[src/rtl/ecc_ff_pkg.sv]
// Shared constants, FSM state type and the divide-by-x helper for the GF(2^163) inverter.
// Optional build macro: ECC_FF_INV_CYCLE_CNT_EN (step counter port on ecc_ff_inv).
package ecc_ff_pkg;

    localparam int unsigned M     = 163;
    localparam int unsigned DEG_W = $clog2(M + 1);
    localparam int unsigned CNT_W = 10;

    localparam logic [M-1:0] F_LOW  = {{(M-8){1'b0}}, 8'hC9};
    localparam logic [M:0]   F_POLY = {1'b1, F_LOW};
    localparam logic [M:0]   U_ONE  = {{M{1'b0}}, 1'b1};
    localparam logic [M-1:0] G_ONE  = {{(M-1){1'b0}}, 1'b1};

    typedef enum logic [1:0] {
        IDLE = 2'd0,
        RUN  = 2'd1,
        DONE = 2'd2
    } state_t;

    // g * x^-1 mod f: an odd g first absorbs f (bit M set, bit 0 cancels), then shifts.
    function automatic logic [M-1:0] div_x(input logic [M-1:0] g);
        logic [M-1:0] t;
        t = g[0] ? (g ^ F_LOW) : g;
        return {g[0], t[M-1:1]};
    endfunction

endpackage

[src/rtl/ecc_ff_deg.sv]
// Leading-one detector: returns the index of the highest set bit of an (M+1)-bit value (0 for 0).
module ecc_ff_deg
    import ecc_ff_pkg::*;
(
    input  logic [M:0]       i_x,
    output logic [DEG_W-1:0] o_deg
);

    always_comb begin
        o_deg = '0;
        for (int unsigned i = 0; i <= M; i++) begin
            if (i_x[i]) begin
                o_deg = DEG_W'(i);
            end
        end
    end

endmodule

[src/rtl/ecc_ff_inv.sv]
// GF(2^163) multiplicative inverter via binary extended Euclid, one step per clock.
// Optional build macro: ECC_FF_INV_CYCLE_CNT_EN adds the cyc_cnt step-count output.
module ecc_ff_inv
    import ecc_ff_pkg::*;
(
    input  logic             clk,
    input  logic             rst_n,
    input  logic             in_valid,
    output logic             in_ready,
    input  logic [M-1:0]     a,
    output logic             out_valid,
    input  logic             out_ready,
    output logic [M-1:0]     q,
    output logic             err
`ifdef ECC_FF_INV_CYCLE_CNT_EN
    ,
    output logic [CNT_W-1:0] cyc_cnt
`endif
);

    state_t           r_state;
    state_t           w_next_state;
    logic [M:0]       r_u;
    logic [M:0]       r_v;
    logic [M-1:0]     r_g1;
    logic [M-1:0]     r_g2;
    logic [M-1:0]     r_q;
    logic             r_err;
    logic [DEG_W-1:0] w_deg_u;
    logic [DEG_W-1:0] w_deg_v;
    logic             w_accept;
    logic             w_u_one;
    logic             w_v_one;
    logic             w_finish;

    ecc_ff_deg u_deg_u (
        .i_x   (r_u),
        .o_deg (w_deg_u)
    );

    ecc_ff_deg u_deg_v (
        .i_x   (r_v),
        .o_deg (w_deg_v)
    );

    assign w_accept = in_valid && (r_state == IDLE);
    assign w_u_one  = (r_u == U_ONE);
    assign w_v_one  = (r_v == U_ONE);
    assign w_finish = (r_state == RUN) && (w_u_one || w_v_one);

    always_ff @(posedge clk or negedge rst_n) begin
        if (!rst_n) begin
            r_state <= IDLE;
        end else begin
            r_state <= w_next_state;
        end
    end

    always_comb begin
        w_next_state = r_state;
        unique case (r_state)
            IDLE: begin
                if (w_accept) begin
                    w_next_state = (a == '0) ? DONE : RUN;
                end
            end
            RUN: begin
                if (w_u_one || w_v_one) begin
                    w_next_state = DONE;
                end
            end
            DONE: begin
                if (out_ready) begin
                    w_next_state = IDLE;
                end
            end
            default: w_next_state = IDLE;
        endcase
    end

    always_comb begin
        in_ready  = (r_state == IDLE);
        out_valid = (r_state == DONE);
        q         = r_q;
        err       = r_err;
    end

    // Datapath: the termination tests take priority over any reduction step.
    always_ff @(posedge clk or negedge rst_n) begin
        if (!rst_n) begin
            r_u   <= '0;
            r_v   <= '0;
            r_g1  <= '0;
            r_g2  <= '0;
            r_q   <= '0;
            r_err <= 1'b0;
        end else if (w_accept) begin
            r_q <= '0;
            if (a == '0) begin
                r_err <= 1'b1;
            end else begin
                r_u   <= {1'b0, a};
                r_v   <= F_POLY;
                r_g1  <= G_ONE;
                r_g2  <= '0;
                r_err <= 1'b0;
            end
        end else if (r_state == RUN) begin
            if (w_u_one) begin
                r_q <= r_g1;
            end else if (w_v_one) begin
                r_q <= r_g2;
            end else if (!r_u[0]) begin
                r_u  <= r_u >> 1;
                r_g1 <= div_x(r_g1);
            end else if (!r_v[0]) begin
                r_v  <= r_v >> 1;
                r_g2 <= div_x(r_g2);
            end else if (w_deg_u >= w_deg_v) begin
                r_u  <= r_u ^ r_v;
                r_g1 <= r_g1 ^ r_g2;
            end else begin
                r_v  <= r_v ^ r_u;
                r_g2 <= r_g2 ^ r_g1;
            end
        end
    end

`ifdef ECC_FF_INV_CYCLE_CNT_EN
    logic [CNT_W-1:0] r_cnt;

    // The terminating RUN cycle is not a reduction step, so it is not counted.
    always_ff @(posedge clk or negedge rst_n) begin
        if (!rst_n) begin
            r_cnt <= '0;
        end else if (w_accept) begin
            r_cnt <= '0;
        end else if ((r_state == RUN) && !w_finish) begin
            r_cnt <= r_cnt + 1'b1;
        end
    end

    assign cyc_cnt = r_cnt;
`endif

endmodule

[config.mk]
export PLATFORM = sky130hd
export DESIGN_NAME = ecc_ff_inv
export DESIGN_NICKNAME = d
export VERILOG_FILES = /design/src/rtl/ecc_ff_pkg.sv /design/src/rtl/ecc_ff_deg.sv /design/src/rtl/ecc_ff_inv.sv
export SDC_FILE = /design/constraint.sdc
export NUM_CORES = 2
export LEC_CHECK = 0
export ABC_AREA = 1
export BUFFER_PORTS_ARGS = -buffer_cell sky130_fd_sc_hd__clkbuf_2
export CAP_MARGIN = 5
export CELL_PAD_IN_SITES_DETAIL_PLACEMENT = 1
export CELL_PAD_IN_SITES_GLOBAL_PLACEMENT = 2
export CORE_AREA = 2 2 370 372
export CTS_BUF_LIST = sky130_fd_sc_hd__clkbuf_16
export DETAILED_ROUTE_END_ITERATION = 12
export DIE_AREA = 0 0 372 374
export GPL_ROUTABILITY_DRIVEN = 1
export PLACE_DENSITY_LB_ADDON = 0.1
export SLEW_MARGIN = 20
export SYNTH_ARGS = -nofsm -noshare
export SYNTH_HDL_FRONTEND = slang
export SYNTH_SLANG_ARGS = --single-unit
[constraint.sdc]
create_clock -name clk -period 10.99 [get_ports clk]
set_input_delay 0.5495 -clock clk [delete_from_list [all_inputs] [get_ports clk]]
set_output_delay 0.5495 -clock clk [all_outputs]
set_load 0.005 [all_outputs]
==> impl_metrics.env <==
export IMPL_fin_ws_ns=-0.602
export IMPL_avgSynthCellArea_sq_um=7.57
export IMPL_place_area_sq_um=52300
export IMPL_drc=0
export IMPL_overflow=0
export IMPL_cts_buffer_depth=3
export IMPL_die_w_um=372
export IMPL_synth_fa_ha_area_share_pct=0.233
export IMPL_min_period_ns=11.59
export IMPL_synth_area_top_cells="dfrtp_1 (42%), nand2_1 (12%), o21ai_0 (10%), xor2_1 (5.9%), nand3_1 (4.7%)"
export IMPL_dieArea_sq_um=139000
export IMPL_vdd_drop_max_v=0.000499
export IMPL_outcome="complete, but fails checks"
export IMPL_grt_pass1_wl_um=276000
export IMPL_yosys_area_top_type="dfrtp_1"
export IMPL_synth_top_area_share_pct=42.4
export IMPL_cts_reportedPaths_clkPinSlew_ns=0.06
export IMPL_netlist_area_sq_um=48400
export IMPL_r2r_slack_ns=-0.60
export IMPL_setup_viol_count_final=654
export IMPL_cts_htree_levels=3
export IMPL_vias_per_cell=5.36
export IMPL_worst_slew_pin_slew_ns=1.12
export IMPL_grt_max_degree=198
export IMPL_ys_types=40
export IMPL_antenna_cells=0
export IMPL_hp_start="a[162]"
export IMPL_cts_root_buf="clkbuf_16"
export IMPL_maxSlewHeadroom_pct=24.6
export IMPL_die_h_um=374
export IMPL_crit_path_end="r_g1[60]$_DFFE_PN0P_"
export IMPL_critPathRequiredTime_ns=11.59
export IMPL_worst_path_max_delay_cell="dfrtp_1"
export IMPL_synth_edf_count=0
export IMPL_path_class="flip-flop to flip-flop"
export IMPL_fin_nets=6809
export IMPL_yosysSeqAreaShare_pct=42.4
export IMPL_worstSkewPairLatency_ns=0.72
export IMPL_cts_sinks=820
export IMPL_period_share_pct=105
export IMPL_hold_viol=0
export IMPL_crit_arrival_ns=12.20
export IMPL_drt_iter0_drc=2813
export IMPL_tns_ns=-334.15
export IMPL_r2r_end="r_g1[60]$_DFFE_PN0P_"
export IMPL_fin_area_sq_um=58200
export IMPL_synth_compound_area_share_pct=19.6
export IMPL_grt_pass1_vias=47000
export IMPL_wl_per_cell_um=21.2
export IMPL_p_total_mw=22.2
export IMPL_synthFlopType="dfrtp_1"
export IMPL_yosys_warnings=0
export IMPL_cp_start_kind="flip-flop"
export IMPL_startpoint="r_v[3]$_DFFE_PN0P_"
export IMPL_hp_class="input port to flip-flop"
export IMPL_critPathCaptureType="flip-flop"
export IMPL_syn_nets=6569
export IMPL_synth_simple_area_share_pct=22.0
export IMPL_synth_top_family_by_area="simple AND/OR/NAND/NOR gates"
export IMPL_drv_slew=0
export IMPL_globalplace_congestion=0.823
export IMPL_antenna_found_initial=7
export IMPL_rr_worst_depth=123
export IMPL_fin_skew_ns=0.0279
export IMPL_ys_ff_latch=820
export IMPL_synth_xor_area_share_pct=5.92
export IMPL_place_ws_ns=-0.277
export IMPL_leakage_nw=27.7
export IMPL_timing_rr_start="r_v[3]$_DFFE_PN0P_"
export IMPL_ant_nets=0
export IMPL_cts_buffers=105
export IMPL_max_cap_violations=0
export IMPL_initial_utilization_pct=35.8
export IMPL_slowest_delay_ns=0.37
export IMPL_fp_coreArea_sq_um=135000
export IMPL_cp_max_fo=22
export IMPL_num_rows=135
export IMPL_muxShareOfSynthArea_pct=0
export IMPL_grtUsageTotal_pct=24.7
export IMPL_drive_above_1_share_pct=14.3
export IMPL_firstDrtPassIters=6
export IMPL_rsz0062_at_grt="yes"
export IMPL_dp_final_hpwl_um=110000
export IMPL_area_growth_pct=20.3
export IMPL_hold_ws_ns=0.178
export IMPL_p_per_area_nw_per_um2=382
export IMPL_portBuffers=332
export IMPL_fmax_mhz=86.3
export IMPL_async_flop_share_pct=100
export IMPL_synthTopCellsByCount="nand2_1 (1542), o21ai_0 (975), dfrtp_1 (820), nor2_1 (561), nand3_1 (459)"
export IMPL_wl_um=181000
export IMPL_via_count=45500
export IMPL_crit_top_cell="nand2_1"
export IMPL_synth_most_common_cell="nand2_1"
export IMPL_syn_inst=6393
export IMPL_tritoncts="yes"
export IMPL_pin_count=333
export IMPL_violations="setup timing"
## routing by layer
layer,global-route usage [%],vias to the layer above,part of all wire (%)
li1,-,21900,-
met1,34.8,22800,48
met2,39.9,700,46
met3,3.01,197,3.4
met4,6.54,12,2.2
met5,0,-,0.043
## report_power, final
part           total [mW]  internal [mW]  switching, mW
clock                3.29           1.82           1.46
sequential           4.85           3.95          0.901
combinational        14.1           5.40           8.67
total                22.2           11.2           11.0
## worst min path at each step
stage	cells past startpoint	endpoint
after floorplan	0	err$_DFFE_PN0P_
after global placement	2	err$_DFFE_PN0P_
after detailed placement	2	err$_DFFE_PN0P_
after CTS	2	r_state[1]$_DFFE_PN0P_
after global routing	2	r_state[1]$_DFFE_PN0P_
final	3	r_u[162]$_DFFE_PN0P_
## cell families after synthesis
family,Yosys count
compound gates,1640
xor+xnor,327
fa+ha+maj,9
buf+inv,964
flops,820
simple gates,2633
## cell usage in the layout (no fill, tap or decap), types with 8 or more instances in the layout
cell / synthesis / final
buf_12: 0 / 36
inv_6: 0 / 9
nand3_2: 0 / 12
clkbuf_16: 0 / 128
buf_16: 0 / 31
xor2_1: 326 / 326
nor4_1: 49 / 49
o22ai_2: 0 / 11
a21oi_1: 99 / 97
o31ai_2: 0 / 50
buf_6: 0 / 19
nand2_2: 0 / 26
o211ai_1: 167 / 167
nand2_1: 1542 / 1503
a311oi_1: 41 / 41
o31ai_4: 0 / 14
nor2_1: 561 / 559
o21ai_1: 2 / 46
buf_4: 0 / 121
bufinv_8: 84 / 84
buf_8: 0 / 10
clkinv_1: 18 / 47
clkbuf_2: 0 / 331
a31oi_1: 9 / 9
o31ai_1: 159 / 95
inv_1: 409 / 428
nand3_1: 459 / 446
nand4_1: 15 / 15
clkinv_2: 1 / 20
o21ai_0: 975 / 923
nand2_4: 0 / 13
dfrtp_1: 820 / 818
ha_1: 9 / 8
o22ai_1: 163 / 152
## what timing repair did
item                       CTS  global route
resized for setup           67           245
gates cloned                 8            33
hold endpoints to repair    61             0
setup endpoints to repair  654           654
pin swaps                    4            30
hold buffers                 1             0
setup buffers               44            13
## stage by stage
step / utilization [%] / instances
global placement: 38.8 / 8209
detailed placement: 38.8 / 8209
floorplan: - / 6393
CTS: 41.7 / 8452
global route: 43.1 / 8497
finish: 43.1 / 8497
## state kept, by name, summed over array words and instances, names as in the netlist
name	cells
r_v	164
r_u	164
r_state	2
q	163
r_g1	163
err	1
r_g2	163
## cell type report
| class | count | area (sq um) |
|---|---|---|
| repair inverters | 3 | 33.8 |
| clock buffers | 105 | 2630 |
| repair buffers | 572 | 5090 |
| clock inverters | 85 | 544 |
| fillers | 16400 | 76800 |
| flip-flops and latches | 820 | 20500 |
| well taps | 1781 | 2230 |
| multi-input cells | 4609 | 23900 |
| inverters | 522 | 3210 |
## critical path, delay by kind of cell (launching register included)
kind,cells,cell delay (ns)
and+or+nand+nor,77,4.94
AOI/OAI and AO/OA,8,1.12
buffers and inverters,37,4.63
adders and majority gates,1,0.33
DFF,1,0.37
Power figures use the tool's default switching activity.
